## src/rtl/hv_pwm_intb_encode_pkg.sv

```systemverilog
// Shared HV/LV parameters for the INTB pulse-width link: encoder FSM encoding,
// encoder timing defaults and the thresholds the LV-side decoder applies.
package hv_pwm_intb_encode_pkg;

    typedef enum logic [1:0] {
        ST_IDLE  = 2'd0,
        ST_PULSE = 2'd1,
        ST_GAP   = 2'd2,
        ST_GUARD = 2'd3
    } hv_pwm_state_e;

    // Encoder timing defaults, in i_clk cycles.
    localparam int unsigned HV_PULSE_W_DEF     = 6;
    localparam int unsigned HV_GAP_W_DEF       = 4;
    localparam int unsigned HV_FRAME_GAP_DEF   = 16;
    localparam int unsigned HV_REFRESH_CYC_DEF = 1024;

    // Pulses per frame for each carried level.
    localparam int unsigned HV_PULSES_ASSERT   = 1;
    localparam int unsigned HV_PULSES_DEASSERT = 4;

    // LV decoder: accepted pulse width window, and the low run that closes a
    // frame (longer than any legal gap, shorter than the minimum guard).
    localparam int unsigned LV_PULSE_MIN    = 4;
    localparam int unsigned LV_PULSE_MAX    = 8;
    localparam int unsigned LV_FRAME_END_LO = 10;

    function automatic int unsigned hv_max3(input int unsigned a,
                                            input int unsigned b,
                                            input int unsigned c);
        int unsigned m;
        m = (a > b) ? a : b;
        return (m > c) ? m : c;
    endfunction

endpackage

```

## src/rtl/hv_pwm_intb_encode.sv

```systemverilog
// Encodes the HV interrupt level as a pulse-count frame on a single line:
// one pulse for asserted, four for deasserted, with optional periodic re-send.
module hv_pwm_intb_encode
    import hv_pwm_intb_encode_pkg::*;
#(
    parameter int unsigned PULSE_W     = HV_PULSE_W_DEF,
    parameter int unsigned GAP_W       = HV_GAP_W_DEF,
    parameter int unsigned FRAME_GAP   = HV_FRAME_GAP_DEF,
    parameter int unsigned REFRESH_CYC = HV_REFRESH_CYC_DEF
) (
    input  logic i_clk,
    input  logic i_rst,
    input  logic i_hv_intb_n,
    input  logic i_refresh_en,
    output logic o_hv_pwm_intb_n,
    output logic o_busy,
    output logic o_frame_done,
    output logic o_sent_intb_n
);

    localparam int unsigned CNT_MAX = hv_max3(PULSE_W, GAP_W, FRAME_GAP);
    localparam int unsigned CNT_W   = (CNT_MAX > 1) ? $clog2(CNT_MAX) : 1;
    localparam int unsigned REF_W   = (REFRESH_CYC > 1) ? $clog2(REFRESH_CYC) : 1;

    localparam logic [CNT_W-1:0] PULSE_LAST = CNT_W'(PULSE_W - 1);
    localparam logic [CNT_W-1:0] GAP_LAST   = CNT_W'(GAP_W - 1);
    localparam logic [CNT_W-1:0] GUARD_LAST = CNT_W'(FRAME_GAP - 1);
    localparam logic [REF_W-1:0] REF_LAST   = REF_W'(REFRESH_CYC - 1);

    hv_pwm_state_e    state_reg, state_next;
    logic [CNT_W-1:0] cnt_reg, cnt_next;
    logic [1:0]       pulse_cnt_reg, pulse_cnt_next;
    logic [REF_W-1:0] ref_cnt_reg, ref_cnt_next;
    logic             sent_reg, sent_next;
    logic             pwm_reg, pwm_next;

    logic             level_change;
    logic             refresh_due;
    logic             frame_start;
    logic [1:0]       pulse_last;

    always_comb begin
        level_change = (i_hv_intb_n != sent_reg);
        refresh_due  = i_refresh_en && (ref_cnt_reg == REF_LAST);
        // A coincident level change and refresh collapse into one frame,
        // which carries the new level because the input is latched.
        frame_start  = (state_reg == ST_IDLE) && (level_change || refresh_due);
        pulse_last   = sent_reg ? 2'(HV_PULSES_DEASSERT - 1)
                                : 2'(HV_PULSES_ASSERT - 1);
    end

    always_comb begin
        state_next     = state_reg;
        cnt_next       = cnt_reg;
        pulse_cnt_next = pulse_cnt_reg;
        ref_cnt_next   = ref_cnt_reg;
        sent_next      = sent_reg;

        case (state_reg)
            ST_IDLE: begin
                cnt_next = '0;
                if (frame_start) begin
                    state_next     = ST_PULSE;
                    sent_next      = i_hv_intb_n;
                    pulse_cnt_next = '0;
                    ref_cnt_next   = '0;
                end else if (i_refresh_en && (ref_cnt_reg != REF_LAST)) begin
                    ref_cnt_next = ref_cnt_reg + 1'b1;
                end
            end
            ST_PULSE: begin
                if (cnt_reg == PULSE_LAST) begin
                    cnt_next = '0;
                    if (pulse_cnt_reg == pulse_last) begin
                        state_next = ST_GUARD;
                    end else begin
                        state_next     = ST_GAP;
                        pulse_cnt_next = pulse_cnt_reg + 2'd1;
                    end
                end else begin
                    cnt_next = cnt_reg + 1'b1;
                end
            end
            ST_GAP: begin
                if (cnt_reg == GAP_LAST) begin
                    cnt_next   = '0;
                    state_next = ST_PULSE;
                end else begin
                    cnt_next = cnt_reg + 1'b1;
                end
            end
            ST_GUARD: begin
                if (cnt_reg == GUARD_LAST) begin
                    cnt_next   = '0;
                    state_next = ST_IDLE;
                end else begin
                    cnt_next = cnt_reg + 1'b1;
                end
            end
            default: begin
                state_next     = ST_IDLE;
                cnt_next       = '0;
                pulse_cnt_next = '0;
            end
        endcase

        if (!i_refresh_en) begin
            ref_cnt_next = '0;
        end

        // Registered line: high exactly while the next state is PULSE.
        pwm_next = (state_next == ST_PULSE);
    end

    always_ff @(posedge i_clk) begin
        if (i_rst) begin
            state_reg     <= ST_IDLE;
            cnt_reg       <= '0;
            pulse_cnt_reg <= '0;
            ref_cnt_reg   <= '0;
            sent_reg      <= 1'b1;
            pwm_reg       <= 1'b0;
        end else begin
            state_reg     <= state_next;
            cnt_reg       <= cnt_next;
            pulse_cnt_reg <= pulse_cnt_next;
            ref_cnt_reg   <= ref_cnt_next;
            sent_reg      <= sent_next;
            pwm_reg       <= pwm_next;
        end
    end

    assign o_hv_pwm_intb_n = pwm_reg;
    assign o_busy          = (state_reg != ST_IDLE);
    assign o_frame_done    = (state_reg == ST_GUARD) && (cnt_reg == GUARD_LAST);
    assign o_sent_intb_n   = sent_reg;

endmodule
```

## config.mk

```make
export PLATFORM = sky130hd
export DESIGN_NAME = hv_pwm_intb_encode
export DESIGN_NICKNAME = d
export VERILOG_FILES = /design/src/rtl/hv_pwm_intb_encode_pkg.sv /design/src/rtl/hv_pwm_intb_encode.sv
export SDC_FILE = /design/constraint.sdc
export NUM_CORES = 1
export LEC_CHECK = 0
export BUFFER_PORTS_ARGS = -buffer_cell sky130_fd_sc_hd__buf_4
export CAP_MARGIN = 20
export CORE_MARGIN = 4
export CORE_UTILIZATION = 37
export CTS_BUF_LIST = sky130_fd_sc_hd__clkbuf_4 sky130_fd_sc_hd__clkbuf_8
export CTS_CLUSTER_SIZE = 16
export DETAILED_ROUTE_END_ITERATION = 7
export PLACE_DENSITY_LB_ADDON = 0.1
export SKIP_LAST_GASP = 1
export SLEW_MARGIN = 40
export SYNTH_ARGS = -nofsm -noshare
export SYNTH_HDL_FRONTEND = slang
export SYNTH_SLANG_ARGS = --single-unit
```

## constraint.sdc

```tcl
create_clock -name i_clk -period 1.6 [get_ports i_clk]
set_input_delay 0.32 -clock i_clk [delete_from_list [all_inputs] [get_ports i_clk]]
set_output_delay 0.32 -clock i_clk [all_outputs]
set_load 0.05 [all_outputs]
```

==> results.md, run 1 <==
- Slowest stage cell, crit path: dfxtp_4
- Die H: 62.3 um
- FF+latch area: 418 um2
- Final WS setup: -0.0127 ns
- NetSw: roughly 0.36 mW
- Startpoint Class: flop
- Die X: 62.3 um
- Clock-pin slew on the worst setup and hold paths: approximately 0.13 ns
- Critical Path AT: 1.29 ns
- Rows: 19
- Data required, critical path: 1.28 ns
- Proportion of power drawn by the clock network: 34.5%
- Synth area leader: dfxtp_1
- Clk_lat worst skew: about 0.32 ns
- Remaining antenna violation count after routing: 0
- CP max FO: 2
- Outcome: complete, but fails checks
- Cell Chain, Critical Path: ha_4, buf_6, nand3_4, nor2_4, buf_6
- Post-synth ARST share: 0%
- Cell Area, Synth: 1090 um2
- # diodes: 0
- Min Tclk post-route: between 1.5 and 2 ns
- Unrepaired setup endpoints after global routing: true
- Routed WL per cell: between 10 and 15 um
- Synth Net Count: 130
- Power Density: between 800 and 900 nW/um2
- Fill cells: 260
- Most frequent CP cell: buf_6
- Failing checks: negative setup slack
- Synthesized flop and latch total: 20
- Final GP Congestion: 0.809
- Most common cell in the netlist: dfxtp_1
- Unique masters post-synth: 47
- Starting Density: 39.3%
- Sw Share: between 20 and 30%
- Crit Path Category: reg -> out
- Kind of path behind the tightest hold check: in -> reg
- Syn_area_per_cell: 8.88 um2
- CP delay by family, top: flip-flops
- Post-synth top cells: dfxtp_1 (20), nor2_1 (10), a21oi_1 (7), nand2_1 (7), xor2_1 (6)
- Setup violators final: 1
- Fin. max-slew vios: 0
- F_max: just over 600 MHz
- Power Internal: 0.896 mW
- Num CTS Buffers: 3
- Vias in the first global route: between 900 and 1000
- Max FFs per register: 10
- Top FF cell, synth: dfxtp_1
- Die footprint: slightly below 4000 um2
- Worst stage delay on the critical path: 0.39 ns
- Post-Layout Inst Area: between 1000 and 1500 um2
- Area growth syn-to-layout: 35.2%
- Detailed placement HPWL: 1720 um
- CP bufs+invs: 2
- DR pass1 iterations: 4
- Largest net degree at the start of global routing: 13
- First-pass GRT wire length: 4350 um
- Clock buffer depth: 2
- Core Util, Final: 53.1%
- Share of layout cells above drive strength 1: between 30% and 40%
- Root Driver: clkbuf_4
- Vias per inst: 5.66
- Post-synth EDFFs: 0
- First-iteration detailed-routing DRC count: 54
- Gate Count Post-Synth: approximately 120
- VDD IR max: 0.564 mV
- GRT Total Usage: 13.6%
- Count of input and output buffers: 7
- CTS sink cnt: 20
- Comb pwr share: 23.0%
- Area of placed instances: 1280 um2
- Nets: 155
- Relative slew slack: 77.4%
- Max-cap viol count: 0
- Largest cells by area after synthesis: dfxtp_1 (37%), xor2_1 (4.8%), ha_1 (3.4%)
- GRT overflow: 0
- Setup crit end kind: primary output
- Sequential-to-total area share from yosys stat: 36.7%
- DRT Wirelength: 2630 um
- Core Box Area: 2780 um2
- # H-tree levels: 1
- Residual DRC: 0
- Crit share post-route: 101%
- Final hold vios: 0
- Initial antenna violation count: 0
- Worst Clk Skew: 0.0120 ns
- Vias: roughly 1000
- Io pins: 8
- Pleak: between 0.5 and 0.6 nW
- Yosys warning count: 0
- Area of the multi-input gates: 749 um2
- Post-synth top area share: roughly 37%
- CTS tree: done
- Setup TNS: -0.0127 ns
- Sequential share of power: between 40% and 50%
- Worst-margin pin slew: 0.334 ns
-- worst register-to-register path: cells and delay by family (launching register included) --
kind            cells  cell delay [ns]
fa+ha+maj           1             0.16
mux                 1             0.26
simple gates        2             0.42
buf+inv             1             0.15
compound gates      1             0.17
flops               1             0.38
-- layer usage --
layer / up-vias / part of all wire [%] / track usage, %
li1: 505 / - / -
met1: 479 / 49 / 19.6
met2: 19 / 46 / 19.7
met3: 4 / 4.0 / 2.88
met4: 0 / 1.2 / 4.77
met5: - / 0 / 0
-- power by group through the flow --
stage               Clock (mW)  Combinational, mW  Sequential [mW]
finish                   0.432              0.288            0.532
global route             0.468              0.311            0.534
CTS                      0.442              0.268            0.531
detailed placement           0              0.240            0.542
global placement             0              0.238            0.541
floorplan                    0              0.132            0.563
-- path summary, 6_finish.rpt --
path                                     start          endpoint  slack (ns)  cells past startpoint
worst max register to register      cnt_reg[0]  pulse_cnt_reg[1]        0.01                      6
worst min register to register  ref_cnt_reg[7]    ref_cnt_reg[7]        0.51                      2
worst min-delay path                     i_rst  pulse_cnt_reg[1]        0.22                      2
worst max-delay path                cnt_reg[0]      o_frame_done       -0.01                      5
-- area by class of cell --
cell class                      instances  share of cell area, %
Inverter                                3                  0.763
Timing Repair Buffer                   24                   14.0
Clock buffer                            3                   1.53
Tap cell                               31                   2.63
Clock inverter                          1                   2.03
Sequential cell                        20                   28.3
Multi-Input combinational cell         96                   50.8
-- stage by stage --
step,instances,power (mW),hold slack [ns],setup slack (ns)
final,178,1.25,0.222,-0.0127
after global routing,178,1.31,0.212,-0.0812
after CTS,177,1.24,0.216,-0.0391
after detailed placement,169,0.782,0.461,-0.0457
after global placement,169,0.780,0.448,0.0147
after floorplan,123,0.695,0.433,0.00890
-- cells in the final DEF, fill, tap and decap left out, drive strengths merged, types with 2 or more instances in the layout --
master  count
or3         2
a21boi      3
nand2       7
dfxtp      20
ha          3
or4         2
nand2b      3
nor2       11
buf        24
nand3       5
xor2        7
a21oi       7
and2        2
clkbuf      3
nor3        2
a211oi      2
o21ai       6
nor3b       2
o211ai      4
and3        3
inv         3
nor2b       2
a41oi       2
o31ai       2
nor4        2
nand3b      2
-- what timing repair did --
action | in CTS | in global routing
hold endpoints to repair | 0 | 0
buffers inserted | 4 | 1
endpoints found under the setup margin | 6 | 12
hold buffers | 0 | 0
pin swaps | 2 | 5
resized for setup | 17 | 14
-- cells by family (layout without fill, tap and decap cells) --
logic type,count (synthesis),in the layout,synth area share (%)
buf+inv,7,31,2.41
mux,2,2,1.95
xor+xnor,7,7,6.30
fa+ha+maj,3,3,3.44
compound gates,34,34,22.6
flops,20,20,36.7
simple gates,50,50,26.7
Power figures use the tool's default switching activity.
==> inputs of run 2 (changes only) <==
--- a/config.mk
+++ b/config.mk
@@ -5,13 +5,13 @@
 export SDC_FILE = /design/constraint.sdc
 export NUM_CORES = 1
 export LEC_CHECK = 0
-export BUFFER_PORTS_ARGS = -buffer_cell sky130_fd_sc_hd__buf_4
 export CAP_MARGIN = 20
 export CORE_MARGIN = 4
 export CORE_UTILIZATION = 37
 export CTS_BUF_LIST = sky130_fd_sc_hd__clkbuf_4 sky130_fd_sc_hd__clkbuf_8
 export CTS_CLUSTER_SIZE = 16
 export DETAILED_ROUTE_END_ITERATION = 7
+export DONT_BUFFER_PORTS = 1
 export PLACE_DENSITY_LB_ADDON = 0.1
 export SKIP_LAST_GASP = 1
 export SLEW_MARGIN = 40
==> run 2 against run 1 <==
The run now ends clean. Total power is 13% lower. Sequential power is 2% higher. Global-route usage is 0.61 points lower. Largest cell class unchanged. Non-clock buffer count is 2 lower. Clock power is 31% lower. Via count is 3.5% lower. Core utilization is 1.6 points lower. Highest routed layer unchanged. Clock skew is 0.011 ns lower. Sequential share of layout area is 0.72 points higher. Cell count is 1.1% lower.
==> results.md, run 2 (same netlist as run 1, synthesis figures left out) <==
- Die X: 62.3 um (unchanged)
- Largest net degree at the start of global routing: 12 (was 13)
- GRT Total Usage: 13.0% (was 13.6%)
- VDD IR max: 0.462 mV (was 0.564 mV)
- Worst stage delay on the critical path: 0.39 ns (about the same)
- Worst Clk Skew: 0.00119 ns (was 0.0120 ns)
- Routed WL per cell: 13.5 um (was 14.8 um)
- Area of the multi-input gates: 741 um2 (was 749 um2)
- CTS tree: done (unchanged)
- Post-CTS Hold Fix Bufs: 0 (unchanged)
- PnR Total Power: 1.09 mW (was 1.25 mW)
- Placed Cells: 166 (was 169)
- Kind of path behind the tightest hold check: in -> reg (unchanged)
- Most common cell after layout, fill and taps aside: buf_4 (unchanged)
- Area growth syn-to-layout: 31.0% (was 35.2%)
- Clock-pin slew on the worst setup and hold paths: 0.11 ns (was 0.13 ns)
- Cell Chain, Critical Path: ha_4, buf_6, nand3_4, nor2_4, buf_12 (was ha_4, buf_6, nand3_4, nor2_4, buf_6)
- Startpoint Class: flop (unchanged)
- CP startpoint: cnt_reg[0] (unchanged)
- CP max FO: 4 (was 2)
- Core Util, Final: 51.5% (was 53.1%)
- Die footprint: 3890 um2 (unchanged)
- Residual DRC: 0 (unchanged)
- Die H: 62.3 um (unchanged)
- Setup TNS: 0 ns (was -0.0127 ns)
- Worst r2r src: ref_cnt_reg[0] (was cnt_reg[0])
- Initial antenna violation count: 0 (unchanged)
- Nets: 153 (was 155)
- First-pass GRT wire length: 4220 um (was 4350 um)
- Remaining antenna violation count after routing: 0 (unchanged)
- Data required, critical path: 1.28 ns (about the same)
- Commonest cells after routing, fill and taps aside: buf_4 (18), dfxtp_1 (14), nor2_1 (9) (was buf_4 (18), dfxtp_1 (12), nor2_1 (9))
- Vias: 972 (was 1007)
- Root Driver: clkbuf_4 (unchanged)
- Setup violators final: 0 (was 1)
- Outcome: finished clean (was complete, but fails checks)
- Unrepaired setup endpoints after global routing: true (unchanged)
- DR pass1 iterations: 3 (was 4)
- CTS sink cnt: 20 (unchanged)
- Rows: 19 (unchanged)
- Min Tclk post-route: 1.59 ns (was 1.61 ns)
- DRT Wirelength: 2380 um (was 2630 um)
- Slowest stage cell, crit path: dfxtp_4 (unchanged)
- Critical Path AT: 1.27 ns (was 1.29 ns)
- Detailed placement HPWL: 1750 um (was 1720 um)
- Relative slew slack: 68.4% (was 77.4%)
- Crit share post-route: 99.5% (was 101%)
- Final GP Congestion: 0.833 (was 0.809)
- Clock buffer depth: 2 (unchanged)
- # diodes: 0 (unchanged)
- Fill cells: 267 (was 260)
- Clk_lat worst skew: 0.30 ns (was 0.32 ns)
- First-iteration detailed-routing DRC count: 37 (was 54)
- Final hold vios: 0 (unchanged)
- Vias in the first global route: 961 (was 964)
- Power Density: 761 nW/um2 (was 848 nW/um2)
- FF+latch area: 415 um2 (was 418 um2)
- Core Box Area: 2780 um2 (unchanged)
- Starting Density: 39.3% (unchanged)
- Num CTS Buffers: 3 (unchanged)
- Finished Layout Cells: 176 (was 178)
- Share of layout cells above drive strength 1: 35.2% (was 37.4%)
- Pleak: 0.501 nW (was 0.522 nW)
- # H-tree levels: 1 (unchanged)
- Post-Layout Inst Area: 1430 um2 (was 1480 um2)
- Worst-margin pin slew: 0.473 ns (was 0.334 ns)
- Setup crit end kind: primary output (unchanged)
- Area of placed instances: 1270 um2 (was 1280 um2)
- Vias per inst: 5.52 (was 5.66)
- Max FFs per register: 10 (unchanged)
- Hold Startpoint: i_rst (unchanged)
- GRT overflow: 0 (unchanged)
- Count of input and output buffers: 0 (was 7)
- F_max: 628 MHz (was 620 MHz)
- Fin. max-slew vios: 0 (unchanged)
- Crit Path Category: reg -> out (unchanged)
- Max-cap viol count: 0 (unchanged)
- Io pins: 8 (unchanged)
## run 2: where the power goes
part           internal [mW]  switching (mW)
registers              0.513          0.0317
clock network          0.139           0.159
logic                  0.118           0.128
## run 2: routing by layer
| layer | up-vias | track usage [%] | wire (um) |
|---|---|---|---|
| met5 | - | 0 | 0 |
| met1 | 451 | 17.8 | 1210 |
| met4 | 0 | 6.90 | 52 |
| met2 | 11 | 18.9 | 1020 |
| met3 | 6 | 2.52 | 97 |
| li1 | 504 | - | - |
## run 2: timing repair
item	CTS	global route
pin swaps	1	6
resized for setup	7	15
setup endpoints to repair	13	12
setup buffers	0	6
## run 2: worst paths after layout
| kind | endpoint | slack, ns | depth (start not counted) |
|---|---|---|---|
| setup / recovery | o_frame_done | 0.008 | 5 |
| setup reg to reg | pulse_cnt_reg[1] | 0.05 | 5 |
| hold reg to reg | cnt_reg[0] | 0.46 | 1 |
| hold / removal | pulse_cnt_reg[1] | 0.06 | 1 |
## run 2: area by class of cell
type,instances,share of cell area [%]
Timing Repair Buffer,22,13.2
Multi-Input combinational cell,96,51.7
Sequential cell,20,29.0
Clock buffer,4,2.53
Inverter,3,0.787
Tap cell,31,2.71
## run 2: critical path: cells and delay by family (launching register included)
kind                     cells  cell delay [ns]
buffers and inverters        2             0.24
adder cells (fa/ha/maj)      1             0.13
AND/OR/NAND/NOR              2             0.21
flip-flops                   1             0.39
## run 2: stage by stage
step / hold slack, ns / setup WS, ns
floorplan: 0.433 / 0.00890
global placement: 0.392 / -0.0665
detailed placement: 0.394 / -0.130
CTS: 0.0524 / -0.119
global route: 0.0364 / -0.0715
finish: 0.0632 / 0.00821
==> inputs of run 3 (changes only) <==
--- a/config.mk
+++ b/config.mk
@@ -13,6 +13,7 @@
 export DETAILED_ROUTE_END_ITERATION = 7
 export DONT_BUFFER_PORTS = 1
 export PLACE_DENSITY_LB_ADDON = 0.1
+export REMOVE_ABC_BUFFERS = 1
 export SKIP_LAST_GASP = 1
 export SLEW_MARGIN = 40
 export SYNTH_ARGS = -nofsm -noshare
==> run 3 against run 2 <==
The flow now finishes with violations (negative setup slack). Setup slack lost 0.018 ns. Critical path depth is the same. Cell count is the same. Core utilization shrank 0.27 points. Hold slack gained 0.0054 ns. Total power shrank 4.1%. Non-clock buffer count grew 1. Flip-flop and latch count is the same. Critical endpoint unchanged. Combinational power grew 7%. Die area is the same.
==> results.md, run 3 (same netlist as run 1, synthesis figures left out) <==
- # diodes: 0 (unchanged)
- Initial antenna violation count: 0 (unchanged)
- Nets: 154 (was 153)
- Io pins: 8 (unchanged)
- Unrepaired setup endpoints after global routing: true (unchanged)
- Final WS setup: -0.00983 ns (was 0.00821 ns)
- Rows: 19 (unchanged)
- Relative slew slack: 68.2% (was 68.4%)
- Setup violators final: 1 (was 0)
- Die X: 62.3 um (unchanged)
- Slowest stage cell, crit path: dfxtp_4 (unchanged)
- Clk_lat worst skew: 0.30 ns (about the same)
- GRT Total Usage: 12.8% (was 13.0%)
- Root Driver: clkbuf_4 (unchanged)
- Starting Density: 39.3% (unchanged)
- CP max FO: 5 (was 4)
- Failing checks: negative setup slack
- Worst Clk Skew: 0.00354 ns (was 0.00119 ns)
- Outcome: complete, but fails checks (was finished clean)
- Critical Path AT: 1.29 ns (was 1.27 ns)
- First-iteration detailed-routing DRC count: 50 (was 37)
- Residual DRC: 0 (unchanged)
- Die H: 62.3 um (unchanged)
- Num CTS Buffers: 3 (unchanged)
- Share of layout cells above drive strength 1: 34.5% (was 35.2%)
- Fin. max-slew vios: 0 (unchanged)
- Power Density: 733 nW/um2 (was 761 nW/um2)
- First-pass GRT wire length: 4130 um (was 4220 um)
- CP bufs+invs: 2 (unchanged)
- CTS sink cnt: 20 (unchanged)
- Pre-CTS setup slack: -0.0289 ns (was -0.130 ns)
- Final hold vios: 0 (unchanged)
- Clock buffer depth: 2 (unchanged)
- DRT Wirelength: 2400 um (was 2380 um)
- CTS tree: done (unchanged)
- CP delay by family, top: flip-flops (unchanged)
- Most common cell after layout, fill and taps aside: buf_4 (unchanged)
- Setup crit end kind: primary output (unchanged)
- Vias in the first global route: 922 (was 961)
- # H-tree levels: 1 (unchanged)
- Vias: 958 (was 972)
- Clock-pin slew on the worst setup and hold paths: 0.11 ns (about the same)
- Area growth syn-to-layout: 30.4% (was 31.0%)
- Crit Path Category: reg -> out (unchanged)
- Max FFs per register: 10 (unchanged)
- Die footprint: 3890 um2 (unchanged)
- Reg2reg setup slack: 0.01 ns (was 0.05 ns)
- Min Tclk post-route: 1.61 ns (was 1.59 ns)
- Routed WL per cell: 13.6 um (was 13.5 um)
- DR pass1 iterations: 4 (was 3)
- Startpoint Class: flop (unchanged)
- Worst-margin pin slew: 0.476 ns (was 0.473 ns)
- VDD IR max: 0.521 mV (was 0.462 mV)
- Remaining antenna violation count after routing: 0 (unchanged)
- Worst stage delay on the critical path: 0.38 ns (was 0.39 ns)
- Final GP Congestion: 0.794 (was 0.833)
- Core Box Area: 2780 um2 (unchanged)
- Vias per inst: 5.44 (was 5.52)
- Kind of path behind the tightest hold check: in -> reg (unchanged)
- Data required, critical path: 1.28 ns (about the same)
- Finished Layout Cells: 176 (unchanged)
- Detailed placement HPWL: 1750 um (about the same)
- Core Util, Final: 51.2% (was 51.5%)
- GRT overflow: 0 (unchanged)
- Pleak: 0.499 nW (was 0.501 nW)
- F_max: 621 MHz (was 628 MHz)
- Largest net degree at the start of global routing: 11 (was 12)
- Placed Cells: 166 (unchanged)
- Max-cap viol count: 0 (unchanged)
- Cell Chain, Critical Path: ha_4, buf_6, nand3_4, nor2_4, buf_8 (was ha_4, buf_6, nand3_4, nor2_4, buf_12)
- Count of input and output buffers: 0 (unchanged)
- Commonest cells after routing, fill and taps aside: buf_4 (17), dfxtp_1 (13), nor2_1 (9) (was buf_4 (18), dfxtp_1 (14), nor2_1 (9))
- Crit share post-route: 101% (was 99.5%)
run 3: layout make-up:
type                       instances  area, um2
fill                             268       1360
multi-input combinational         96        734
sequential                        20        414
timing repair buffer              23        203
tap                               31       38.8
clock buffer                       3       22.5
inverter                           3       11.3
run 3: metal layers:
metal / wire, um / track usage, % / vias up
met4: 37 / 6.37 / 0
li1: - / - / 501
met3: 82 / 3.60 / 4
met2: 1090 / 18.9 / 13
met1: 1190 / 16.9 / 440
met5: 0 / 0 / -
run 3: stage by stage:
stage | instance area [um2] | hold slack, ns | setup TNS, ns | power (mW)
6_report | 1420 | 0.0686 | -0.00983 | 1.04
3_5_place_dp | 1240 | 0.394 | -0.0780 | 0.759
5_1_grt | 1420 | 0.0372 | -0.236 | 1.10
2_1_floorplan | 1080 | 0.389 | -2.37 | 0.684
4_1_cts | 1330 | 0.0569 | -0.0282 | 1.03
3_3_place_gp | 1240 | 0.395 | -0.0132 | 0.756
run 3: what timing repair did:
| action | CTS | global route |
|---|---|---|
| endpoints found under the setup margin | 8 | 12 |
| pin swaps | 3 | 6 |
| buffers inserted | 2 | 5 |
| hold buffers | 0 | 0 |
| resized for setup | 16 | 15 |
run 3: report_power, final:
part	leakage, nW	total (mW)	switching [mW]	internal, mW
clock network	0.0138	0.239	0.151	0.0877
logic	0.320	0.262	0.132	0.130
registers	0.165	0.543	0.0291	0.514
total	0.499	1.04	0.312	0.732
run 3: worst paths after layout:
path                   from          endpoint  depth (start not counted)
max              cnt_reg[1]      o_frame_done                          5
min                   i_rst      state_reg[0]                          1
max reg2reg      cnt_reg[1]  pulse_cnt_reg[1]                          6
min reg2reg  ref_cnt_reg[9]    ref_cnt_reg[9]                          2
